==> src/rtl/spawn_pkg.sv <==
// Shared types and constants for the sprite spawn scheduler.
package spawn_pkg;
  localparam int unsigned X_W          = 9;
  localparam int unsigned TYPE_W       = 2;
  localparam int unsigned GAP_W        = 8;
  localparam int unsigned REJ_W        = 4;
  localparam int unsigned DROP_W       = 8;
  localparam int unsigned PEND_W       = 3;
  localparam int unsigned REJECT_LIMIT = 8;

  typedef enum logic [1:0] {
    S_IDLE   = 2'd0,
    S_WAIT   = 2'd1,
    S_SAMPLE = 2'd2
  } state_t;

  typedef struct packed {
    logic [X_W-1:0]    x;
    logic [TYPE_W-1:0] sp_type;
  } spawn_t;
endpackage

==> src/rtl/spawn_fifo.sv <==
// Pending-spawn FIFO; no pass-through, head reads zero when empty.
module spawn_fifo
  import spawn_pkg::*;
#(
  parameter int unsigned DEPTH = 4,
  localparam int unsigned CW   = $clog2(DEPTH + 1)
) (
  input  logic          i_clk,
  input  logic          i_reset,
  input  logic          i_push,
  input  spawn_t        i_din,
  input  logic          i_pop,
  output spawn_t        o_dout,
  output logic          o_full,
  output logic          o_empty,
  output logic [CW-1:0] o_count
);
  localparam int unsigned AW = (DEPTH > 1) ? $clog2(DEPTH) : 1;

  spawn_t          r_mem [DEPTH];
  logic [AW-1:0]   r_wr;
  logic [AW-1:0]   r_rd;
  logic [CW-1:0]   r_count;
  logic            w_wr_en;
  logic            w_rd_en;

  assign o_full  = (r_count == CW'(DEPTH));
  assign o_empty = (r_count == '0);
  assign o_count = r_count;
  assign o_dout  = o_empty ? '0 : r_mem[r_rd];

  // A push into a full FIFO only lands when the head leaves the same cycle.
  assign w_wr_en = i_push && (!o_full || i_pop);
  assign w_rd_en = i_pop && !o_empty;

  always_ff @(posedge i_clk) begin
    if (w_wr_en) r_mem[r_wr] <= i_din;
  end

  always_ff @(posedge i_clk) begin
    if (i_reset) begin
      r_wr    <= '0;
      r_rd    <= '0;
      r_count <= '0;
    end else begin
      if (w_wr_en) r_wr <= r_wr + AW'(1);
      if (w_rd_en) r_rd <= r_rd + AW'(1);
      case ({w_wr_en, w_rd_en})
        2'b10:   r_count <= r_count + CW'(1);
        2'b01:   r_count <= r_count - CW'(1);
        default: r_count <= r_count;
      endcase
    end
  end
endmodule

==> src/rtl/spawn_sched.sv <==
// Frame-paced sprite spawn scheduler: gap timer, column sampling with
// bounded rejection, pending FIFO and drop counter.
module spawn_sched
  import spawn_pkg::*;
#(
  parameter logic [8:0]  MAX_X   = 9'd480,
  parameter logic [7:0]  MIN_GAP = 8'd30,
  parameter int unsigned DEPTH   = 4
) (
  input  logic       i_clk,
  input  logic       i_reset,
  input  logic       i_frame_tick,
  input  logic       i_enable,
  input  logic [8:0] i_rand_val,
  output logic       o_spawn_valid,
  input  logic       i_spawn_ready,
  output logic [8:0] o_spawn_x,
  output logic [1:0] o_spawn_type,
  output logic [2:0] o_pending,
  output logic [7:0] o_drop_cnt
);
  localparam int unsigned CW = $clog2(DEPTH + 1);

  state_t             r_state;
  logic [GAP_W-1:0]   r_gap;
  logic [REJ_W-1:0]   r_rej;
  logic [DROP_W-1:0]  r_drop;

  logic               w_in_range;
  logic               w_forced;
  logic               w_push;
  logic               w_pop;
  logic               w_full;
  logic               w_empty;
  logic [CW-1:0]      w_count;
  logic [GAP_W-1:0]   w_gap_reload;
  spawn_t             w_spawn;
  spawn_t             w_head;

  assign w_in_range   = (i_rand_val < MAX_X);
  assign w_forced     = (r_rej == REJ_W'(REJECT_LIMIT));
  assign w_push       = (r_state == S_SAMPLE) && i_enable && (w_in_range || w_forced);
  assign w_pop        = o_spawn_valid && i_spawn_ready;
  assign w_gap_reload = MIN_GAP + GAP_W'(i_rand_val[3:0]);

  // Out-of-range samples that are forced fold back into the legal column span.
  always_comb begin
    w_spawn         = '0;
    w_spawn.x       = w_in_range ? i_rand_val : (i_rand_val - MAX_X);
    w_spawn.sp_type = i_rand_val[8:7];
  end

  always_ff @(posedge i_clk) begin
    if (i_reset) begin
      r_state <= S_IDLE;
      r_gap   <= '0;
      r_rej   <= '0;
    end else if (!i_enable) begin
      r_state <= S_IDLE;
      r_rej   <= '0;
    end else begin
      case (r_state)
        S_IDLE: begin
          r_gap   <= MIN_GAP;
          r_state <= S_WAIT;
        end
        S_WAIT: begin
          if (i_frame_tick) begin
            if (r_gap <= GAP_W'(1)) begin
              r_gap   <= '0;
              r_state <= S_SAMPLE;
            end else begin
              r_gap <= r_gap - GAP_W'(1);
            end
          end
        end
        S_SAMPLE: begin
          if (w_push) begin
            r_gap   <= w_gap_reload;
            r_rej   <= '0;
            r_state <= S_WAIT;
          end else begin
            r_rej <= r_rej + REJ_W'(1);
          end
        end
        default: r_state <= S_IDLE;
      endcase
    end
  end

  // Saturating count of pushes lost to a full FIFO.
  always_ff @(posedge i_clk) begin
    if (i_reset) begin
      r_drop <= '0;
    end else if (w_push && w_full && !w_pop && (r_drop != '1)) begin
      r_drop <= r_drop + DROP_W'(1);
    end
  end

  spawn_fifo #(.DEPTH(DEPTH)) u_fifo (
    .i_clk   (i_clk),
    .i_reset (i_reset),
    .i_push  (w_push),
    .i_din   (w_spawn),
    .i_pop   (w_pop),
    .o_dout  (w_head),
    .o_full  (w_full),
    .o_empty (w_empty),
    .o_count (w_count)
  );

  assign o_pending     = PEND_W'(w_count);
  assign o_spawn_valid = !w_empty;
  assign o_spawn_x     = w_head.x;
  assign o_spawn_type  = w_head.sp_type;
  assign o_drop_cnt    = r_drop;
endmodule

==> config.mk <==
export PLATFORM = sky130hd
export DESIGN_NAME = spawn_sched
export DESIGN_NICKNAME = d
export VERILOG_FILES = /design/src/rtl/spawn_pkg.sv /design/src/rtl/spawn_fifo.sv /design/src/rtl/spawn_sched.sv
export SDC_FILE = /design/constraint.sdc
export NUM_CORES = 1
export LEC_CHECK = 0
export ABC_CLOCK_PERIOD_IN_PS = 7450
export BUFFER_PORTS_ARGS = -buffer_cell sky130_fd_sc_hd__buf_2
export CAP_MARGIN = 40
export CELL_PAD_IN_SITES_DETAIL_PLACEMENT = 1
export CELL_PAD_IN_SITES_GLOBAL_PLACEMENT = 1
export CORE_MARGIN = 10
export CORE_UTILIZATION = 51
export CTS_CLUSTER_SIZE = 30
export DETAILED_ROUTE_END_ITERATION = 16
export PLACE_DENSITY_LB_ADDON = 0.1
export SYNTH_ARGS = -nofsm -noshare
export SYNTH_HDL_FRONTEND = slang
export SYNTH_HIERARCHICAL = 1
export SYNTH_SLANG_ARGS = --single-unit
==> constraint.sdc <==
create_clock -name i_clk -period 7.45 [get_ports i_clk]
set_clock_uncertainty 0.15 [all_clocks]
set_input_delay 1.1175 -clock i_clk [delete_from_list [all_inputs] [get_ports i_clk]]
set_output_delay 1.1175 -clock i_clk [all_outputs]
set_load 0.1 [all_outputs]
==> results.json <==
{
  "slew_headroom_pct": 38.80,
  "final_cell_mix": "edfxtp_1 (44), buf_2 (36), dfxtp_1 (31), nor2_1 (25), inv_1 (24)",
  "setup_tns_ps": 0,
  "wl_met2_um": 4491,
  "die_h_um": 104.3,
  "p_leak_nw": 1.503,
  "routed_wl_um": 8496,
  "final_common_cell": "edfxtp_1",
  "overflow": 0,
  "crit_path_start_kind": "input port",
  "path_max_fanout": 7,
  "vias_per_cell": 5.622,
  "r2r_cells": 11,
  "cts_resized": 0,
  "cts.clk_slew.worst_paths_ps": 80,
  "hold_buffers": 0,
  "ir_worst_vdd_uv": 95.00,
  "critPathMaxStageDelay_ps": 380,
  "die_width_um": 104.3,
  "postCtsSetupBuffers": 0,
  "synth-main-ff-cell": "edfxtp_1",
  "holdPathStages": 2,
  "syn2layout_area_growth_pct": 13.33,
  "pre_cts_ws_ps": 3506,
  "holdCritPathClass": "reg -> reg",
  "first_iter_violations": 97,
  "hpwlAfterDp_um": 5986,
  "cp.required_ps": 7580,
  "port_buffers": 36,
  "setup_viol": 0,
  "max_freq_mhz": 276.7,
  "crit_chain": "buf_2 > ha_1 > and3_1 > nand2_1 > and3_1 > a21boi_4 > inv_1 > ha_1 > inv_1 > fa_1 > xor2_1 > or3_1 > a21oi_1",
  "rows": 30,
  "ys_seq_area_share_pct": 53.61,
  "finalCritPeriodShare_pct": 48.51,
  "status": "finished, final reports clean",
  "drv_cap": 0,
  "stdcell_count": 444,
  "drc": 0,
  "drt-wirelength-per-cell_um": 19.14,
  "synth-edff-count": 44,
  "cts_made_buffers": 9,
  "ant_nets": 0,
  "rsz0062_at_grt": "false",
  "synth_warnings": 6,
  "core_um2": 6832,
  "root_buffer": "clkbuf_8",
  "h-tree-depth": 3,
  "arrival_ps": 3740,
  "cts_buffer_depth": 2,
  "drive_gt1_share_pct": 21.26,
  "postSynthRegisterBits": 75,
  "nets": 375,
  "dr_total_vias": 2496,
  "antenna_found_initial": 0,
  "p_per_area_nw_per_um2": 205.1,
  "grt_max_degree": 29,
  "setup_ws_ps": 3836,
  "hold_viol_final": 0,
  "syn-cell-area_um2": 3622,
  "end_kind": "flop",
  "clk_latency_ps": 340,
  "track_usage_pct": 15.97,
  "initial_core_util_pct": 53.02,
  "worst_pin_slew_ps": 915.7,
  "top_layer": "met4",
  "clock-sinks": 75,
  "placed_area_um2": 3886,
  "netlist_instances": 303,
  "final_area_um2": 4105,
  "io_pins": 37,
  "gp_congestion": 0.8027,
  "drt-pass1-iter-count": 4,
  "m1WireLength_um": 3455,
  "synth_fp_nets": 335,
  "crit_slowest_cell": "and3_1",
  "synth_cell_types": 54,
  "grt_pass1_wl_um": 13870,
  "critical_path_class": "in -> reg",
  "grt_pass1_vias": 2670,
  "ys_async_sr_fraction_pct": 0,
  "cts_tree": "done",
  "utilization_pct": 60.09,
  "die_area_um2": 10870,
  "syn_area_per_cell_um2": 11.95,
  "met3WireLength_um": 417,
  "finalCriticalPeriod_ps": 3614,
  "slew_violations": 0,
  "antennaDiodeCount": 0,
  "numPlacedInstances": 428
}
[path summary, 6_finish.rpt]
check,startpoint,endpoint,slack [ps]
worst max-delay path,i_rand_val[5],u_fifo/o_count[2],3840
worst min register to register,r_gap[7],r_gap[7],340
worst max register to register,u_fifo/o_count[0],u_fifo/o_count[2],4350
worst min-delay path,r_gap[7],r_gap[7],340
[flip-flops by register name, indices dropped and copies added (netlist names), named ones only]
signal and count:
u_fifo/r_mem 44, r_state 2, u_fifo/r_wr 2, o_drop_cnt 8, r_rej 4, u_fifo/o_count 3, r_gap 8, u_fifo/r_rd 2
[Yosys cell counts (5+ instances only)]
library cell / n / area, um^2
a21oi_1: 14 / 70.07
nand3_1: 8 / 40.04
nor2b_1: 14 / 87.58
inv_1: 24 / 90.09
edfxtp_1: 44 / 1321
and2_1: 6 / 37.54
xor2_1: 5 / 43.79
mux4_2: 10 / 225.2
nand2_1: 12 / 45.04
ha_1: 17 / 212.7
nor3_1: 10 / 50.05
nor2_1: 25 / 93.84
dfxtp_1: 31 / 620.6
o21ai_0: 12 / 60.06
a211oi_1: 5 / 37.54
[cell families after synthesis]
kind of cell | after synthesis | share of synthesized area, %
AO/OA/AOI/OAI | 48 | 9.120
XOR/XNOR | 9 | 2.176
adder cells (fa/ha/maj) | 18 | 6.425
buffers and inverters | 32 | 3.696
flip-flops | 75 | 53.61
multiplexers | 16 | 8.567
AND/OR/NAND/NOR | 105 | 16.41
[stage by stage]
stage	power (mW)	hold slack [ps]
6_report	0.8419	336.4
5_1_grt	0.8768	357.4
4_1_cts	0.8507	342.3
3_5_place_dp	0.5058	330.7
3_3_place_gp	0.5036	313.9
2_1_floorplan	0.4884	299.9
[routing by layer]
| metal | vias up | track usage [%] |
|---|---|---|
| met5 | - | 0 |
| li1 | 1182 | - |
| met4 | 0 | 4.274 |
| met1 | 1253 | 17.47 |
| met2 | 48 | 28.42 |
| met3 | 13 | 5.638 |
[critical path: cells and delay by family]
kind	cells	cell delay, ps
compound gates	2	300
xor+xnor	1	160
fa+ha+maj	3	730
buf+inv	3	260
simple gates	4	1150
[power by group]
group          internal (mW)  switching, mW
combinational         0.0177         0.0341
sequential             0.441        0.00383
clock                  0.197          0.148
total                  0.656          0.186
[area by class of cell]
| class | count | area (um^2) |
|---|---|---|
| clock buffer | 11 | 141.4 |
| clock inverter | 5 | 77.57 |
| fill | 758 | 2726 |
| inverter | 24 | 90.09 |
| multi-input combinational | 196 | 1546 |
| sequential | 75 | 1942 |
| tap | 96 | 120.1 |
| timing repair buffer | 37 | 187.7 |
Note: power is estimated with default switching activity, not from simulation.
